### config.mk
export PLATFORM = sky130hd
export DESIGN_NAME = sync_timer_nb
export DESIGN_NICKNAME = d
export VERILOG_FILES = /design/src/rtl/sync_timer_nb.sv
export SDC_FILE = /design/constraint.sdc
export NUM_CORES = 1
export LEC_CHECK = 0
export CORE_MARGIN = 1.5
export CORE_UTILIZATION = 60
export CTS_BUF_LIST = sky130_fd_sc_hd__clkbuf_8
export DETAILED_ROUTE_END_ITERATION = 6
export DONT_BUFFER_PORTS = 1
export PLACE_DENSITY = 0.76
export SETUP_SLACK_MARGIN = 0.2
export SLEW_MARGIN = 20
export SYNTH_ARGS = -nofsm -noshare
export SYNTH_HDL_FRONTEND = slang
export SYNTH_SLANG_ARGS = --single-unit
### constraint.sdc
create_clock -name clk -period 3.38 [get_ports clk]
set_clock_uncertainty 0.15 [all_clocks]
set_input_delay 0.676 -clock clk [delete_from_list [all_inputs] [get_ports clk]]
set_output_delay 0.676 -clock clk [all_outputs]
set_load 0.01 [all_outputs]
### src/rtl/sync_timer_nb.sv
`default_nettype none
// ============================================================================
// Module      : sync_timer_nb
// Description : Parametrised timer/counter with prescaler, up/down direction,
//               periodic or one-shot mode, preset/load and compare match.
// Revision    : 1.0 - initial release
// ============================================================================
module sync_timer_nb #(
    parameter int WIDTH = 8,
    parameter int PRE_W = 4
) (
    input  logic             clk,
    input  logic             clr,
    input  logic             cten,
    input  logic             prs,
    input  logic             ld,
    input  logic [WIDTH-1:0] ld_val,
    input  logic             dir,
    input  logic             mode,
    input  logic [WIDTH-1:0] reload,
    input  logic [WIDTH-1:0] cmp,
    input  logic [PRE_W-1:0] psc,
    output logic [WIDTH-1:0] out,
    output logic             tc,
    output logic             match,
    output logic             run
);

    typedef enum logic [1:0] {
        S_IDLE = 2'd0,
        S_RUN  = 2'd1,
        S_DONE = 2'd2
    } state_t;

    state_t             r_state;
    state_t             w_state_nxt;
    logic [PRE_W-1:0]   r_pre_cnt;
    logic [PRE_W-1:0]   w_pre_nxt;
    logic [WIDTH-1:0]   r_out;
    logic [WIDTH-1:0]   w_out_nxt;
    logic               r_tc;
    logic               w_tc_nxt;
    logic               r_match;
    logic               w_match_nxt;
    logic               w_tick;
    logic               w_term;
    logic [WIDTH-1:0]   w_start;
    logic [WIDTH-1:0]   w_step;

    // A tick is only consumed while running and still enabled.
    assign w_tick  = (r_state == S_RUN) && cten && (r_pre_cnt == psc);
    // Up-count uses >= so an out value above a lowered reload wraps next tick.
    assign w_term  = dir ? (r_out == '0) : (r_out >= reload);
    assign w_start = dir ? reload : '0;
    assign w_step  = dir ? (r_out - 1'b1) : (r_out + 1'b1);

    always_ff @(posedge clk or posedge clr) begin
        if (clr) begin
            r_state   <= S_IDLE;
            r_pre_cnt <= '0;
            r_out     <= '0;
            r_tc      <= 1'b0;
            r_match   <= 1'b0;
        end else begin
            r_state   <= w_state_nxt;
            r_pre_cnt <= w_pre_nxt;
            r_out     <= w_out_nxt;
            r_tc      <= w_tc_nxt;
            r_match   <= w_match_nxt;
        end
    end

    always_comb begin
        w_state_nxt = r_state;
        case (r_state)
            S_IDLE: begin
                if (cten) begin
                    w_state_nxt = S_RUN;
                end
            end
            S_RUN: begin
                if (!cten) begin
                    w_state_nxt = S_IDLE;
                end else if (!prs && !ld && w_tick && w_term && mode) begin
                    w_state_nxt = S_DONE;
                end
            end
            S_DONE: begin
                if (!cten || prs || ld) begin
                    w_state_nxt = S_IDLE;
                end
            end
            default: w_state_nxt = S_IDLE;
        endcase
    end

    always_comb begin
        w_pre_nxt   = '0;
        w_out_nxt   = r_out;
        w_tc_nxt    = 1'b0;
        w_match_nxt = 1'b0;

        if ((r_state == S_RUN) && (w_state_nxt == S_RUN) && !prs && !ld && !w_tick) begin
            w_pre_nxt = r_pre_cnt + 1'b1;
        end

        if (prs) begin
            w_out_nxt = w_start;
        end else if (ld) begin
            w_out_nxt = ld_val;
        end else if (w_tick) begin
            if (w_term) begin
                w_tc_nxt = 1'b1;
                // One-shot holds at the terminal value without a new step.
                if (!mode) begin
                    w_out_nxt   = w_start;
                    w_match_nxt = (w_start == cmp);
                end
            end else begin
                w_out_nxt   = w_step;
                w_match_nxt = (w_step == cmp);
            end
        end
    end

    assign out   = r_out;
    assign tc    = r_tc;
    assign match = r_match;
    assign run   = (r_state == S_RUN);

endmodule
`default_nettype wire
==> run summary <==
status = finished with violations
violated checks = design-rule violations
Compound-Gate Fraction of Synth Area = 0.295
Mapped Cells = 223
Avg WL per Cell = 21.7 microns
adder-cell share of the synthesized area = 0.113
# H-tree levels = 1
Clk pwr share = 0.213
M3 GR Usage = 0.0759
met2 Track Usage GR = 0.544
arrival time worst endpoint = 2.82 ns
RSZ-0062 raised after global routing = false
setup tns final = 0 ns
gr busiest metal = met2
Reg power frac = 0.326
CTS Hold Bufs = 0
EDFF count, synth = 0
Mapped Nets = 274
Max FO, Critical Path = 8
Most used DFF post-synth = dfrtp_1
Max Root-Sink Buffers = 2
CTS tree = done
CORE AREA = 2830 sq um
post-CTS setup buffer count = 0
Max Fclk = 360 MHz
initial antenna violation count = 0
Die Width = 58.3 microns
Starting DRT DRC Count = 137
GR Util met1 = 0.445
GR Overflow Total = 0
Num CTS Buffers = 3
WP buf/inv = 0
Final Hold Viols = 0
overall power = 0.000804 W
RR Endpoint = out[5]$_DFFE_PP0P_
mux share of post-synthesis cell area = 0.0116
GRT Total Usage = 0.340
vias in the first global route = 1801
Port-buffer cells = 0
CP peak stage delay = 0.50 ns
Core Rows = 19
Hold Path Class = input pin to async pin
synthesized area per cell = 8.22 sq um
Top delay family on crit path = simple AND/OR/NAND/NOR gates
Final period util = 0.821
1st-pass router iterations = 7
Post-synth ARST share = 1.00
synth warn = 0
Post-DRT Antenna Nets = 0
Starting Density = 0.648
cts repair resizes = 0
CP cell instances = ha_1 > or2_2 > or3_1 > a221oi_2 > nor2_1 > o41ai_1 > mux2_2
worst r2r path cells = 7
DPL Wire Length = 4180 microns
via/cell ratio = 7.49
Setup Crit Path Kind = register to register
worst hold slack = 0.242 ns
reg-to-reg slack, setup = 0.60 ns
share of cells above drive strength 1 = 0.0731
Antenna Diode Count = 0
most frequent cell after synthesis = nor2_1
crit path launch type = register
#FFs+latches synth = 16
fin crit period = 2.78 ns
Sw Pwr = 0.000333 W
synthesized area = 1830 sq um
Comb power frac = 0.461
Max-Cap Viols = 0
Max transition margin = 0.574
RR Startpoint = out[7]$_DFFE_PP0P_
largest family of logic cells by synthesized area = compound AO/OA/AOI/OAI gates
post-synth top area cell = dfrtp_1
Die ar. = 3400 sq um
post-layout util = 0.665
WP data required = 3.43 ns
Detailed Route WL = 5430 microns
top cells by area, synth = dfrtp_1 22%, ha_1 10%, xnor2_1 7.6%
synthesis-to-finish area growth = 2.66%
RePlAce Congestion = 0.931
Net Sw Frac = 0.415
PwrDens = 427 nW/um^2
crit end category = register
# fillers = 250
Worst-path clk slew = 0.07 ns
worst-skew pair later-pin latency = 0.25 ns
critical path's slowest cell = dfrtp_1
via count = 1873
global-route wire length before repair = 8690 microns
cell internal pwr = 0.000471 W
Yosys top cell area share = 0.218
Root Driver = clkbuf_8
Slew Viols, Final = 0
number of remaining DRC errors = 2
CTS sink cnt = 16
part of the Yosys area used for sequential elements = 0.218
Max VDD drop = 0.218 mV
Final nets = 271
largest net degree at the start of global routing = 28
xor/xnor share of the synthesized area = 0.110
Pleak = 0.771 nW
Synth top cells by count = 17 x nor2_1, 16 x dfrtp_1, 16 x xnor2_1
Die Y = 58.3 microns
post-synthesis simple-gate area fraction = 0.195
Synth cell types = 56
# IOs = 46
final setup violation count = 0
Slew @ Worst Pin = 0.638 ns
==> placed cells by master, fill, tap and decap left out, types with 2 or more instances in the layout <==
cell,instances
a21oi_1,15
nor3_1,4
xor2_1,7
a221o_1,2
nand4_1,4
nand3_1,9
a311oi_1,2
o21ai_0,12
nand2_1,15
nor2_1,17
o21ai_2,2
a32o_1,2
o21bai_1,3
nor2b_1,2
or4_4,2
inv_1,14
dfrtp_1,16
a31oi_1,3
xnor2_1,16
and2_1,3
a32oi_1,2
ha_1,15
o31ai_1,5
o22ai_1,2
a22oi_1,2
or4_1,2
a22o_1,3
o41ai_1,2
a211oi_1,3
clkbuf_8,4
nor4_1,4
o211ai_1,3
==> worst max-delay path by stage <==
stage          cells after the start                 end               start
3_5_place_dp                       8  out[5]$_DFFE_PP0P_           reload[7]
3_3_place_gp                       8  out[5]$_DFFE_PP0P_           reload[7]
6_report                           7  out[5]$_DFFE_PP0P_  out[7]$_DFFE_PP0P_
5_1_grt                            7     match$_DFF_PP0_  out[0]$_DFFE_PP0P_
4_1_cts                            7  out[5]$_DFFE_PP0P_  out[7]$_DFFE_PP0P_
2_1_floorplan                      8  out[5]$_DFFE_PP0P_           reload[7]
==> sequential cells by signal (all words and copies together), names as in the netlist <==
register and flops:
out 8, r_pre_cnt 4, r_state 2, match 1, tc 1
==> metal layers <==
layer | part of all wire | up-vias
met5 | 0 | -
met4 | 0.038 | 0
met3 | 0.096 | 27
met2 | 0.47 | 130
met1 | 0.40 | 877
li1 | - | 839
==> final cells by class <==
type                            instances  area, sq um  share of cell area
Multi-Input combinational cell        184         1330               0.705
Sequential cell                        16          400               0.213
Clock buffer                            4         55.1              0.0293
Inverter                               14         52.6              0.0279
Tap cell                               31         38.8              0.0206
Timing Repair Buffer                    1         7.51             0.00399
==> logic make-up after synthesis <==
family / after synthesis
flip-flops: 16
adder cells (fa/ha/maj): 16
buffers and inverters: 23
XOR/XNOR: 23
multiplexers: 2
AND/OR/NAND/NOR: 69
AO/OA/AOI/OAI: 74
==> power by group through the flow <==
stage | clock network [W] | registers, W | logic, W
6_report | 0.000171 | 0.000262 | 0.000371
3_3_place_gp | 0 | 0.000263 | 0.000344
2_1_floorplan | 0 | 0.000244 | 0.000303
5_1_grt | 0.000177 | 0.000264 | 0.000406
4_1_cts | 0.000170 | 0.000260 | 0.000363
3_5_place_dp | 0 | 0.000264 | 0.000358
==> stage by stage <==
stage               setup WS (ns)  cell area, sq um  std cells
finish                      0.605              1880        250
global route                0.377              1880        250
CTS                         0.645              1880        250
detailed placement          0.485              1830        246
global placement            0.597              1830        246
floorplan                   0.673              1830        223
Power figures use the tool's default switching activity.
